### config.mk
export PLATFORM = sky130hd
export DESIGN_NAME = adc_serial_reader
export DESIGN_NICKNAME = d
export VERILOG_FILES = /design/src/rtl/adc_reader_pkg.sv /design/src/rtl/sync_2ff.sv /design/src/rtl/adc_serial_reader.sv
export SDC_FILE = /design/constraint.sdc
export NUM_CORES = 1
export LEC_CHECK = 0
export ABC_AREA = 1
export BUFFER_PORTS_ARGS = -buffer_cell sky130_fd_sc_hd__buf_2
export CORE_UTILIZATION = 63
export CTS_BUF_LIST = sky130_fd_sc_hd__clkbuf_16
export DETAILED_ROUTE_END_ITERATION = 8
export PLACE_DENSITY = 0.82
export RECOVER_POWER = 100
export SLEW_MARGIN = 20
export SYNTH_ARGS = -nofsm -noshare
export SYNTH_HDL_FRONTEND = slang
export SYNTH_SLANG_ARGS = --single-unit
### constraint.sdc
create_clock -name clk -period 4.5 [get_ports clk]
set_clock_uncertainty 0.1 [all_clocks]
set_input_delay 0.45 -clock clk [delete_from_list [all_inputs] [get_ports clk]]
set_output_delay 0.45 -clock clk [all_outputs]
set_load 0.1 [all_outputs]
### src/rtl/adc_reader_pkg.sv
// Shared definitions for the AD7673 serial reader: FSM state encoding,
// ADC word width and default timing constants derived from the 150MHz clock.
// Optional build macro used by the reader: ADC_READER_TWOS_COMP_EN.
package adc_reader_pkg;

  typedef enum logic [2:0] {
    IDLE    = 3'd0,
    CONVERT = 3'd1,
    WAIT_HI = 3'd2,
    WAIT_LO = 3'd3,
    SHIFT   = 3'd4,
    DONE    = 3'd5
  } state_t;

  localparam int CLK_MHZ = 150;

  // Rounds a duration up to whole clk cycles so minimum widths are never violated.
  function automatic int ns_to_cycles(input int ns);
    return (ns * CLK_MHZ + 999) / 1000;
  endfunction

  localparam int DEF_DATA_BITS        = 18;
  localparam int DEF_INDEX_BITS       = 6;
  localparam int DEF_CNVST_LOW_CYCLES = ns_to_cycles(20);    // 3 cycles, ADC needs >=15ns
  localparam int DEF_SCLK_HALF        = 4;                   // ~18.75MHz SCLK
  localparam int DEF_BUSY_TIMEOUT     = ns_to_cycles(2000);  // 300 cycles

endpackage

### src/rtl/sync_2ff.sv
// Two-flop synchronizer for a single asynchronous level, reset to 0.
// Latency: 2 clk cycles. No backpressure.
module sync_2ff (
  input  logic clk,
  input  logic reset,
  input  logic d,
  output logic q
);

  logic meta;

  // Two back-to-back flops give the first stage a full cycle to resolve.
  always_ff @(posedge clk or negedge reset) begin
    if (!reset) begin
      meta <= 1'b0;
      q    <= 1'b0;
    end else begin
      meta <= d;
      q    <= meta;
    end
  end

endmodule

### src/rtl/adc_serial_reader.sv
// Per-ADC conversion responder: start pulse -> CNVST_N, wait BUSY, read 18 bits, present sample.
// Latency: CNVST_LOW + ADC busy time + DATA_BITS*2*SCLK_HALF + a few sync cycles.
// No backpressure: starts arriving while busy are dropped and flagged as overrun.
// Build macro ADC_READER_TWOS_COMP_EN: present data in two's complement instead of offset binary.
module adc_serial_reader
  import adc_reader_pkg::*;
#(
  parameter int CNVST_LOW_CYCLES = DEF_CNVST_LOW_CYCLES,
  parameter int SCLK_HALF        = DEF_SCLK_HALF,
  parameter int BUSY_TIMEOUT     = DEF_BUSY_TIMEOUT,
  parameter int DATA_BITS        = DEF_DATA_BITS,
  parameter int INDEX_BITS       = DEF_INDEX_BITS
) (
  input  logic                  clk,
  input  logic                  reset,
  input  logic                  frame_start,
  input  logic                  start,
  output logic                  CNVST_N,
  input  logic                  BUSY,
  output logic                  CS_N,
  output logic                  SCLK,
  input  logic                  SDOUT,
  output logic                  data_valid,
  output logic [DATA_BITS-1:0]  data,
  output logic [INDEX_BITS-1:0] sample_index,
  output logic                  overrun,
  output logic                  timeout_err
);

  localparam int TW = $clog2(BUSY_TIMEOUT + 1);
  localparam int PW = $clog2(2 * SCLK_HALF);
  localparam int BW = $clog2(DATA_BITS);

  localparam logic [TW-1:0] CNV_LAST = TW'(CNVST_LOW_CYCLES - 1);
  localparam logic [TW-1:0] TMO_LAST = TW'(BUSY_TIMEOUT - 1);
  localparam logic [PW-1:0] PH_LAST  = PW'(2 * SCLK_HALF - 1);
  localparam logic [PW-1:0] PH_HIGH  = PW'(SCLK_HALF);
  localparam logic [BW-1:0] BIT_LAST = BW'(DATA_BITS - 1);

  state_t state, state_next;

  logic                  busy_s;
  logic [TW-1:0]         tcnt, tcnt_next;      // cycles since CNVST_N fell
  logic [PW-1:0]         pc, pc_next;          // phase within one SCLK period
  logic [BW-1:0]         bcnt, bcnt_next;      // bit number being clocked
  logic [DATA_BITS-2:0]  shreg, shreg_next;    // all bits but the last one
  logic [INDEX_BITS-1:0] idx_cnt, idx_next;
  logic [DATA_BITS-1:0]  word;
  logic                  cnvst_next, cs_next, sclk_next, dv_next;
  logic [DATA_BITS-1:0]  data_next;
  logic [INDEX_BITS-1:0] sidx_next;
  logic                  ovr_next, tmo_next;

  sync_2ff u_busy_sync (
    .clk   (clk),
    .reset (reset),
    .d     (BUSY),
    .q     (busy_s)
  );

  // State register.
  always_ff @(posedge clk or negedge reset) begin
    if (!reset) state <= IDLE;
    else        state <= state_next;
  end

  // Next state plus next value of every counter and registered ADC/host output.
  always_comb begin
    state_next = state;
    tcnt_next  = tcnt;
    pc_next    = pc;
    bcnt_next  = bcnt;
    shreg_next = shreg;
    idx_next   = idx_cnt;
    cnvst_next = CNVST_N;
    cs_next    = CS_N;
    dv_next    = 1'b0;
    data_next  = data;
    sidx_next  = sample_index;
    ovr_next   = overrun;
    tmo_next   = timeout_err;

    // The completed word is the stored bits plus the bit on SDOUT right now.
    word = {shreg, SDOUT};
`ifdef ADC_READER_TWOS_COMP_EN
    word[DATA_BITS-1] = ~word[DATA_BITS-1];
`endif

    if (frame_start) begin
      idx_next = '0;
      ovr_next = 1'b0;
      tmo_next = 1'b0;
    end

    case (state)
      IDLE: begin
        if (start) begin
          cnvst_next = 1'b0;
          tcnt_next  = '0;
          state_next = CONVERT;
        end
      end
      CONVERT: begin
        tcnt_next = tcnt + 1'b1;
        if (tcnt == CNV_LAST) begin
          cnvst_next = 1'b1;
          state_next = WAIT_HI;
        end
      end
      WAIT_HI: begin
        tcnt_next = tcnt + 1'b1;
        if (busy_s) begin
          state_next = WAIT_LO;
        end else if (tcnt == TMO_LAST) begin
          tmo_next   = 1'b1;
          state_next = IDLE;
        end
      end
      WAIT_LO: begin
        if (!busy_s) begin
          cs_next    = 1'b0;
          pc_next    = '0;
          bcnt_next  = '0;
          state_next = SHIFT;
        end
      end
      SHIFT: begin
        if (pc == PH_LAST) begin
          pc_next = '0;
          if (bcnt == BIT_LAST) begin
            cs_next    = 1'b1;
            dv_next    = 1'b1;
            data_next  = word;
            // A frame_start landing on this cycle already belongs to this sample.
            sidx_next  = frame_start ? '0 : idx_cnt;
            state_next = DONE;
          end else begin
            shreg_next = {shreg[DATA_BITS-3:0], SDOUT};
            bcnt_next  = bcnt + 1'b1;
          end
        end else begin
          pc_next = pc + 1'b1;
        end
      end
      DONE: begin
        if (!frame_start) idx_next = idx_cnt + 1'b1;
        state_next = IDLE;
      end
      default: state_next = IDLE;
    endcase

    if (start && (state != IDLE)) ovr_next = 1'b1;

    // SCLK is registered so the ADC never sees a decode glitch.
    sclk_next = (state_next == SHIFT) && (pc_next >= PH_HIGH);
  end

  // Counters, shift register and all outputs, registered from the next-value logic.
  always_ff @(posedge clk or negedge reset) begin
    if (!reset) begin
      tcnt         <= '0;
      pc           <= '0;
      bcnt         <= '0;
      shreg        <= '0;
      idx_cnt      <= '0;
      CNVST_N      <= 1'b1;
      CS_N         <= 1'b1;
      SCLK         <= 1'b0;
      data_valid   <= 1'b0;
      data         <= '0;
      sample_index <= '0;
      overrun      <= 1'b0;
      timeout_err  <= 1'b0;
    end else begin
      tcnt         <= tcnt_next;
      pc           <= pc_next;
      bcnt         <= bcnt_next;
      shreg        <= shreg_next;
      idx_cnt      <= idx_next;
      CNVST_N      <= cnvst_next;
      CS_N         <= cs_next;
      SCLK         <= sclk_next;
      data_valid   <= dv_next;
      data         <= data_next;
      sample_index <= sidx_next;
      overrun      <= ovr_next;
      timeout_err  <= tmo_next;
    end
  end

endmodule

Word level (Yosys, flattened, before mapping)
Index checks and enable logic that the tools add are counted.
Storage, ports and cells
  output and inout port bits: 30
  logic and storage cells: 89
  bits in writable memories: 0
  input bits: 6
  memories: 0
  ROM bits: 0
  register bits: 75
  bits in latches: 0
Operators by class
  divide/modulo/power cells: 0
  mux-type cells: 36
  add/subtract/negate cells: 4
  equal/unequal tests: 16
  reduce and logical (&&, ||, !) cells: 15
  multiply operators: 0
  shift operators: 0
  order comparisons: 1
  bitwise operators: 1
Operator list (count)
  3-bit 2-to-1 mux: 9
  6-bit 2-to-1 mux: 3
  9-bit case mux with 2 select lines: 1
  5-bit 2-to-1 mux: 3
  3-bit case mux with 5 select lines: 1
  1-bit 2-to-1 mux: 14
  3-bit equality test, second input constant: 4
  2-bit inequality test, second input constant: 6
  5-bit case mux with 2 select lines: 1
  9-bit by 1-bit adder with 9-bit output, second input constant: 1
  9-bit by 2-bit equality test with 1-bit output, second input constant: 1
  9-bit equality test, second input constant: 1
  9-bit 2-to-1 mux: 1
  3-bit AND reduction: 3
  4-bit AND reduction: 2
  2-bit nonzero test: 4
  6-bit by 1-bit adder with 6-bit output, second input constant: 1
  3-bit by 2-bit equality test with 1-bit output, second input constant: 2
  3-bit case mux with 2 select lines: 1
  5-bit by 1-bit adder with 5-bit output, second input constant: 1
  5-bit equality test, second input constant: 1
  1-bit case mux with 2 select lines: 2
  3-bit by 1-bit adder with 3-bit output, second input constant: 1
  3-bit by 1-bit equality test with 1-bit output, second input constant: 1
  other kinds (7): 8

Depth between registers and ports, before layout
Gate-level depths: netlist of run 1.
  depth after elaboration: 6
  gate-level depth with buffers: 9
  depth with buffers taken out: 8

Hierarchy
From an unflattened synthesis of run 1, not the netlist that was laid out.
Unflattened totals
  cell total of the unflattened synthesis: 405
  area total of the unflattened synthesis: 3459.6 µm²
By module, submodules not included
  adc_serial_reader: cells an instance 403, sequential area each 1829.3 µm², area an instance 3409.5 µm², instances 1
  sync_2ff: cells an instance 2, sequential area each 50.0 µm², area an instance 50.0 µm², instances 1

Worst setup path before layout of run 1
No wires, ideal clock.
  kind: register -> register
  from: register (tool-made name)
  to: register shreg[10]
  library setup time: 0.116 ns
  arrival time: 1.306 ns
  buffers on the path: 1
  slack: 2.978 ns
  clock period less this slack: 1.522 ns
  data required time: 4.284 ns
  cell stages (with the launch flop): 10
  cells stage by stage: dfrtp_1 ha_1 ha_1 nand3_4 inv_2 nand2_4 inv_4 buf_4 nand2_1 nand2_1
RTL lines
  to (signal assigned): line adc_serial_reader.sv:178  | shreg <= shreg_next;
  to (decl): line adc_serial_reader.sv:46  | logic [DATA_BITS-2:0] shreg, shreg_next;

Final worst setup path of run 1
  from: register state[0]
  to: register shreg[13]
Between the ends
  word-level cells in the longest chain between the ends: 2
RTL lines
  from (decl): line adc_serial_reader.sv:40  | state_t state, state_next;
  from (signal assigned): line adc_serial_reader.sv:64  | else state <= state_next;
  3-bit equality test: line adc_serial_reader.sv:95  | case (state)
  3-bit AND reduction (no line)
Every way passes these cells.
A chain may end at the register's enable or synchronous reset.

==> run metrics, run 1 <==
Gate power share=0.181; via count=around 2700; post-synthesis sequential area ratio=0.550; width of the chip=~76 um; hold_buf cts=0; post-synthesis sequential element count=75; number of nets in the layout=between 400 and 500; top-area cell type share of the netlist area=0.534; status=finished, violations left; share of final-layout standard cells stronger than drive strength 1=0.0682; DRT antenna net count=0; leading cell type in the layout, fill and taps excluded=sky130_fd_sc_hd__nand2_1; Power Internal=approximately 1.2 mW; Root Buffer Master=sky130_fd_sc_hd__clkbuf_16; non-filler cells, final=510; core area=around 5200 um^2; hold endpoint=u_busy_sync.meta; startpoint of the worst hold path=BUSY; top cells by area, synth=sky130_fd_sc_hd__dfrtp_1, sky130_fd_sc_hd__nand2_1, sky130_fd_sc_hd__o21ai_0, sky130_fd_sc_hd__nand3_1, sky130_fd_sc_hd__inv_1; origin of the worst setup path=state[0]; category of the worst setup path launch point=flip-flop; post-CTS repair timing setup buffer count=0; endpoints failing setup=0; violations in the final reports=max-capacitance violations, max-slew violations; routability cong.=0.838; Req. time, crit path=around 4.6 ns; Synth cell types=28; switch share=0.306; count of standard-cell rows=26; antenna violations before repair=0; master of the slowest instance on the critical path=sky130_fd_sc_hd__nand3_1; initial drt markers=between 200 and 300; crit path cell chain=nor2_1 > nand3_1 > inv_1 > nand2_1 > inv_4 > o21ai_0; cell depth of the worst flop-to-flop path=6; worst-skew pair later-pin latency=0.33 ns; buffers and inverters on the worst path=2; worst slew slack as a fraction of its limit=-0.176; wirelength, routed=6690 um; Total Die Area=between 5000 and 6000 um^2; part of the power in the clock network=0.378; worst flop-to-flop path startpoint=state[0]; Pwr per Cell Area=464 nW/um^2; total CTS buffers=9; wire length of the first global-routing pass=between 10000 and 15000 um; Syn Nets=around 410; H-tree levels=3; detailed placer's ending HPWL=roughly 4400 um; Psw=between 0.5 and 0.6 mW; count of mapped cells out of synthesis=401; Post-Syn Area per Cell=approximately 8.5 um^2; Crit Path Max Fanout=26; hold-critical path depth=1; TritonCTS clock tree=yes; final-report hold violation count=0; Hold Crit Class=in2reg; gr usage total=0.265; static power due to leakage=a little under 2 nW; transition time at the pin with the least slew margin=1.76 ns; CTS clk-pin slew, worst paths=0.05 ns; top-level port count=36; worst reg2reg path endpoint=shreg[13]; number of input and output port buffers inserted=35; period utilisation layout=0.644; Top delay family on crit path=simple AND/OR/NAND/NOR gates; largest net degree at the start of global routing=76; cell area after technology mapping=3420 um^2; final routed DRC violation total=0; Setup Total Neg Slack=0 ns; number of search-and-repair iterations in the first detailed-routing pass=5; Max rail drop VDD=a little under 0.0003 V; critical path class=reg2reg; Die H=75.7 um; total number of yosys warnings=0; # diodes=0; vias in the first global route=between 2000 and 2500; Longest Clk Path Bufs=2; initial standard-cell utilization of the core=0.661; worst-case register-to-register setup slack=roughly 1.6 ns; wire per inst=between 10 and 15 um; PostCTS Resize Cnt=0; number of violations of the max-capacitance limit=1; RSZ-0062 raised after global routing=no; Num Clock Sinks=75; count of final max-slew check failures=76; number of fill cells in the layout=just under 400; post-layout min period=approximately 2.9 ns; largest stage delay on the critical path=approximately 0.65 ns; Synth area leader=sky130_fd_sc_hd__dfrtp_1; Flop pwr share=0.441; maximum clock rate=0.345 GHz; endpoint arrival time on the critical path=~3 ns; commonest cells after routing, fill and taps aside=sky130_fd_sc_hd__nand2_1, sky130_fd_sc_hd__dfrtp_1, sky130_fd_sc_hd__inv_1, sky130_fd_sc_hd__o21ai_0, sky130_fd_sc_hd__nand3_1; synth-to-layout area growth=11.7%; Avg Vias per Cell=approximately 5.3; category of the worst setup path capture point=flip-flop; number of cells after detailed placement=about 490; total global routing overflow=0
## cell usage after synthesis
master / instances
sky130_fd_sc_hd__clkbuf_1: 5
sky130_fd_sc_hd__a22o_1: 1
sky130_fd_sc_hd__nand2_2: 2
sky130_fd_sc_hd__o21ai_1: 2
sky130_fd_sc_hd__nand4_1: 4
sky130_fd_sc_hd__nand3_4: 2
sky130_fd_sc_hd__xor2_1: 3
sky130_fd_sc_hd__inv_2: 3
sky130_fd_sc_hd__nor2_2: 2
sky130_fd_sc_hd__o21ai_0: 35
sky130_fd_sc_hd__buf_2: 1
sky130_fd_sc_hd__xnor2_1: 1
sky130_fd_sc_hd__nor3_1: 2
sky130_fd_sc_hd__inv_1: 32
sky130_fd_sc_hd__dfstp_2: 2
sky130_fd_sc_hd__nand3_1: 33
sky130_fd_sc_hd__nand2_4: 1
sky130_fd_sc_hd__a21oi_1: 5
sky130_fd_sc_hd__nor2_1: 19
sky130_fd_sc_hd__nand2_1: 150
sky130_fd_sc_hd__buf_4: 6
sky130_fd_sc_hd__or2_2: 1
sky130_fd_sc_hd__a21oi_2: 4
sky130_fd_sc_hd__nor2_4: 3
sky130_fd_sc_hd__ha_1: 7
sky130_fd_sc_hd__nand3_2: 1
sky130_fd_sc_hd__dfrtp_1: 73
sky130_fd_sc_hd__inv_4: 1
## cell type report
cell class,instances,area (um^2),area share
sequential,75,1880,0.492
multi-input combinational,278,1300,0.340
clock buffer,9,225,0.0590
timing repair buffer,35,138,0.0360
inverter,36,138,0.0360
tap,70,87.6,0.0229
clock inverter,7,53.8,0.0141
## kinds of logic after synthesis
| logic type | after synthesis | share of synthesized area |
|---|---|---|
| compound gates | 47 | 0.0743 |
| xor+xnor | 4 | 0.0103 |
| fa+ha+maj | 7 | 0.0256 |
| buf+inv | 48 | 0.0604 |
| flops | 75 | 0.550 |
| simple gates | 220 | 0.280 |
## power groups by stage
stage               Sequential [mW]  Combinational [mW]  Clock [mW]
floorplan                     0.840               0.208           0
CTS                           0.786               0.341       0.675
global route                  0.790               0.364       0.707
finish                        0.781               0.321       0.670
detailed placement            0.798               0.338           0
global placement              0.794               0.325           0
## registers in the layout (all words and copies together), names as in the netlist, named ones only
register,flops
idx_cnt,6
CS_N,1
bcnt,5
shreg,17
state,3
u_busy_sync.meta,1
SCLK,1
CNVST_N,1
data,18
sample_index,6
overrun,1
tcnt,9
pc,2
timeout_err,1
data_valid,1
u_busy_sync.q,1
## worst register-to-register path: cells and delay by family (launching register included)
family | cells | cell delay (ns)
compound gates | 1 | 0.15
buf+inv | 2 | 0.64
simple gates | 3 | 1.46
flops | 1 | 0.42
## stage by stage
step / util / instance area [um^2] / setup slack [ns] / total power, mW / hold WS, ns
after floorplan: - / 3420 / 2.98 / 1.05 / 0.0544
after global placement: 0.699 / 3610 / 2.52 / 1.12 / 0.235
after detailed placement: 0.699 / 3610 / 2.45 / 1.14 / 0.238
after CTS: 0.753 / 3890 / 2.40 / 1.80 / 0.128
after global routing: 0.738 / 3820 / 1.39 / 1.86 / 0.130
final: 0.738 / 3820 / 1.60 / 1.77 / 0.130
## routing by layer
layer | GRT usage | vias to the layer above | share of wire
met4 | 0.0802 | 0 | 0.014
met2 | 0.424 | 64 | 0.47
met1 | 0.361 | 1284 | 0.47
met3 | 0.0661 | 8 | 0.041
met5 | 0 | - | 0
li1 | - | 1340 | -
## worst max path at each step
stage                            to  slack [ns]  cells past startpoint
after global routing      shreg[13]        1.39                      6
after detailed placement       SCLK        2.45                      7
after global placement         SCLK        2.52                      7
final                     shreg[13]        1.60                      6
after CTS                   data[4]        2.40                      6
after floorplan           shreg[10]        2.98                      9
Power figures use the tool's default switching activity.
==> run 2, diff against run 1 <==
ABC_AREA = 0   (was 1)
CORE_UTILIZATION = 52   (was 63)
PLACE_DENSITY = 0.72   (was 0.82)
clock period = 2.4 ns   (was 4.5 ns; I/O delays follow)
==> run 2 against run 1 <==
The flow now finishes without violations. First-iteration DRC count fell by 67%. Utilization fell by 11 points. Worst setup slack got worse by 1.3 ns. Cell count fell by 24%. Critical path depth did not move.
==> run metrics, run 2 <==
Max rail drop VDD=0.000678 V (+130%); endpoints failing setup=0 (unchanged); leading cell type in the layout, fill and taps excluded=sky130_fd_sc_hd__dfrtp_1; wire length of the first global-routing pass=9070 um (-19%); critical path class=reg2reg; via count=2116 (-22%); Hold Crit Class=in2reg; most frequently used cell type in the post-synthesis netlist=sky130_fd_sc_hd__dfrtp_1; Regs by FF count=data: 18 flops, shreg: 17 flops, tcnt: 9 flops; Die H=81.5 um (+7.7%); share of final-layout standard cells stronger than drive strength 1=0.190 (+0.122); count of final max-slew check failures=0 (-100%); worst slew slack as a fraction of its limit=0.221 (+0.396); initial standard-cell utilization of the core=0.548 (-0.113); wire per inst=14.0 um (+6.5%); EDFF count, synth=0 (unchanged); top-level port count=36 (unchanged); Num Clock Sinks=75 (unchanged); period utilisation layout=0.882 (+0.237); Post-Syn Area per Cell=12.3 um^2 (+44%); core area=5990 um^2 (+16%); synth-to-layout area growth=15.5%; number of violations of the max-capacitance limit=0 (-1); PostCTS Resize Cnt=0 (unchanged); Syn Nets=281 (-32%); category of the worst setup path capture point=flip-flop; category of the worst setup path launch point=flip-flop; total global routing overflow=0 (unchanged); worst-skew pair later-pin latency=0.33 ns (about the same); Req. time, crit path=2.50 ns (-2.09 ns); largest net degree at the start of global routing=46 (-39%); final-report hold violation count=0 (unchanged); post-synthesis sequential area ratio=0.572 (+0.0224); # diodes=0 (unchanged); detailed placer's ending HPWL=3700 um (-15%); DRT antenna net count=0 (unchanged); ranking of synthesized cells by instance count=sky130_fd_sc_hd__dfrtp_1, sky130_fd_sc_hd__mux2_2, sky130_fd_sc_hd__nand2_1, sky130_fd_sc_hd__nor2_1, sky130_fd_sc_hd__o21ai_0; prevailing post-synth register cell=sky130_fd_sc_hd__dfrtp_1; number of search-and-repair iterations in the first detailed-routing pass=4 (-1); status=finished, final reports clean; Crit Path Max Fanout=21 (-19%); worst hold margin=0.0610 ns (-0.0693 ns); TritonCTS clock tree=yes; Total Die Area=6640 um^2 (+16%); post-layout min period=2.12 ns (-0.783 ns); maximum clock rate=0.473 GHz (+37%); count of mapped cells out of synthesis=268 (-33%); Synth cell types=47 (+68%); largest register by flop count=data; Root Buffer Master=sky130_fd_sc_hd__clkbuf_16; routability cong.=0.835 (-0.38%); Synth area leader=sky130_fd_sc_hd__dfrtp_1; number of input and output port buffers inserted=35 (unchanged); share of flip-flops with an asynchronous set or reset after synthesis=1.00 (unchanged); Setup Total Neg Slack=0 ns (unchanged); Pwr per Cell Area=932 nW/um^2 (+100%); Avg Vias per Cell=5.43 (+2.6%); wirelength, routed=5450 um (-19%); total number of yosys warnings=0 (unchanged); transition time at the pin with the least slew margin=1.17 ns (-0.590 ns); cell area after technology mapping=3280 um^2 (-3.9%); gr usage total=0.185 (-0.0796); static power due to leakage=1.81 nW (-8.7%); endpoint arrival time on the critical path=2.22 ns (-0.77 ns); number of nets in the layout=323 (-28%); commonest cells after routing, fill and taps aside=sky130_fd_sc_hd__dfrtp_1, sky130_fd_sc_hd__clkbuf_1, sky130_fd_sc_hd__nand2_1, sky130_fd_sc_hd__mux2_2, sky130_fd_sc_hd__nor2_1; width of the chip=81.5 um (+7.7%); top cells by area, synth=sky130_fd_sc_hd__dfrtp_1, sky130_fd_sc_hd__mux2_2, sky130_fd_sc_hd__mux2_4, sky130_fd_sc_hd__nand2_1, sky130_fd_sc_hd__ha_1; antenna violations before repair=0 (unchanged); vias in the first global route=1983 (-20%); Longest Clk Path Bufs=2 (unchanged); post-synthesis sequential element count=75 (unchanged); RSZ-0062 raised after global routing=no; post-CTS repair timing setup buffer count=0 (unchanged); flip-flop count of the largest register, all copies and words added=18 (unchanged); count of standard-cell rows=28 (+7.7%); H-tree levels=3 (unchanged); final routed DRC violation total=0 (unchanged); CTS clk-pin slew, worst paths=0.06 ns (about the same); initial drt markers=83 (-67%); total CTS buffers=9 (unchanged); top-area cell type share of the netlist area=0.556 (+0.0218)
run 2: per-layer routing:
layer / track usage / vias to the layer above / part of all wire
met5: 0 / - / 0
met4: 0.107 / 0 / 0.023
met3: 0.0400 / 9 / 0.035
met2: 0.277 / 38 / 0.47
met1: 0.249 / 1041 / 0.48
li1: - / 1028 / -
run 2: per-stage QoR:
| step | cell area (um^2) | std cells | util | setup slack (ns) | power, mW |
|---|---|---|---|---|---|
| 3_5_place_dp | 3540 | 372 | 0.592 | 0.316 | 2.15 |
| 4_1_cts | 3880 | 390 | 0.648 | 0.315 | 3.58 |
| 2_1_floorplan | 3280 | 268 | - | 0.508 | 1.99 |
| 5_1_grt | 3790 | 390 | 0.633 | 0.127 | 3.70 |
| 6_report | 3790 | 390 | 0.633 | 0.284 | 3.54 |
| 3_3_place_gp | 3540 | 372 | 0.592 | 0.394 | 2.13 |
run 2: critical path, stage by stage, from the launching register on:
cell and delay, ns:
sky130_fd_sc_hd__dfrtp_1 0.40, sky130_fd_sc_hd__ha_1 0.22, sky130_fd_sc_hd__ha_1 0.21, sky130_fd_sc_hd__and4bb_1 0.25, sky130_fd_sc_hd__nand2_2 0.40, sky130_fd_sc_hd__clkbuf_2 0.30, sky130_fd_sc_hd__o21ai_0 0.12
run 2: worst paths after layout:
path,slack [ns],cells past startpoint,start,endpoint
worst max register to register,0.28,6,flip-flop,sample_index[0]
max in group asynchronous,0.69,3,reset,data[4]
min in group asynchronous,0.40,2,reset,sample_index[4]
worst max-delay path,0.28,6,flip-flop,sample_index[0]
worst min register to register,0.25,0,u_busy_sync.meta,u_busy_sync.q
worst min-delay path,0.06,2,SDOUT,shreg[0]
run 2: area by class of cell:
class                      instances  area [um^2]
sequential                        75         1880
fill                             510         2200
tap                               75         93.8
clock buffer                       9          225
clock inverter                     7         92.6
timing repair buffer              42          201
multi-input combinational        178         1290
inverter                           4         15.0
run 2: cell families (layout without fill, tap and decap cells):
kind of cell             after synthesis  in the layout  synth area share
XOR/XNOR                               9              9            0.0240
AO/OA/AOI/OAI                         32             32            0.0583
AND/OR/NAND/NOR                       90             90             0.147
multiplexers                          40             40             0.144
flip-flops                            75             75             0.572
adder cells (fa/ha/maj)                7              7            0.0267
buffers and inverters                 15             62            0.0270
run 2: repair_timing:
action | in CTS | in global routing
endpoints found under the setup margin | 0 | 0
hold endpoints to repair | 30 | 0
hold buffers | 2 | 0
run 2: power by group:
group / switching [mW] / internal, mW / total (mW) / leakage, nW
clock: 0.516 / 0.905 / 1.42 / 0.149
combinational: 0.406 / 0.212 / 0.618 / 0.673
sequential: 0.137 / 1.36 / 1.50 / 0.992
total: 1.06 / 2.48 / 3.54 / 1.81
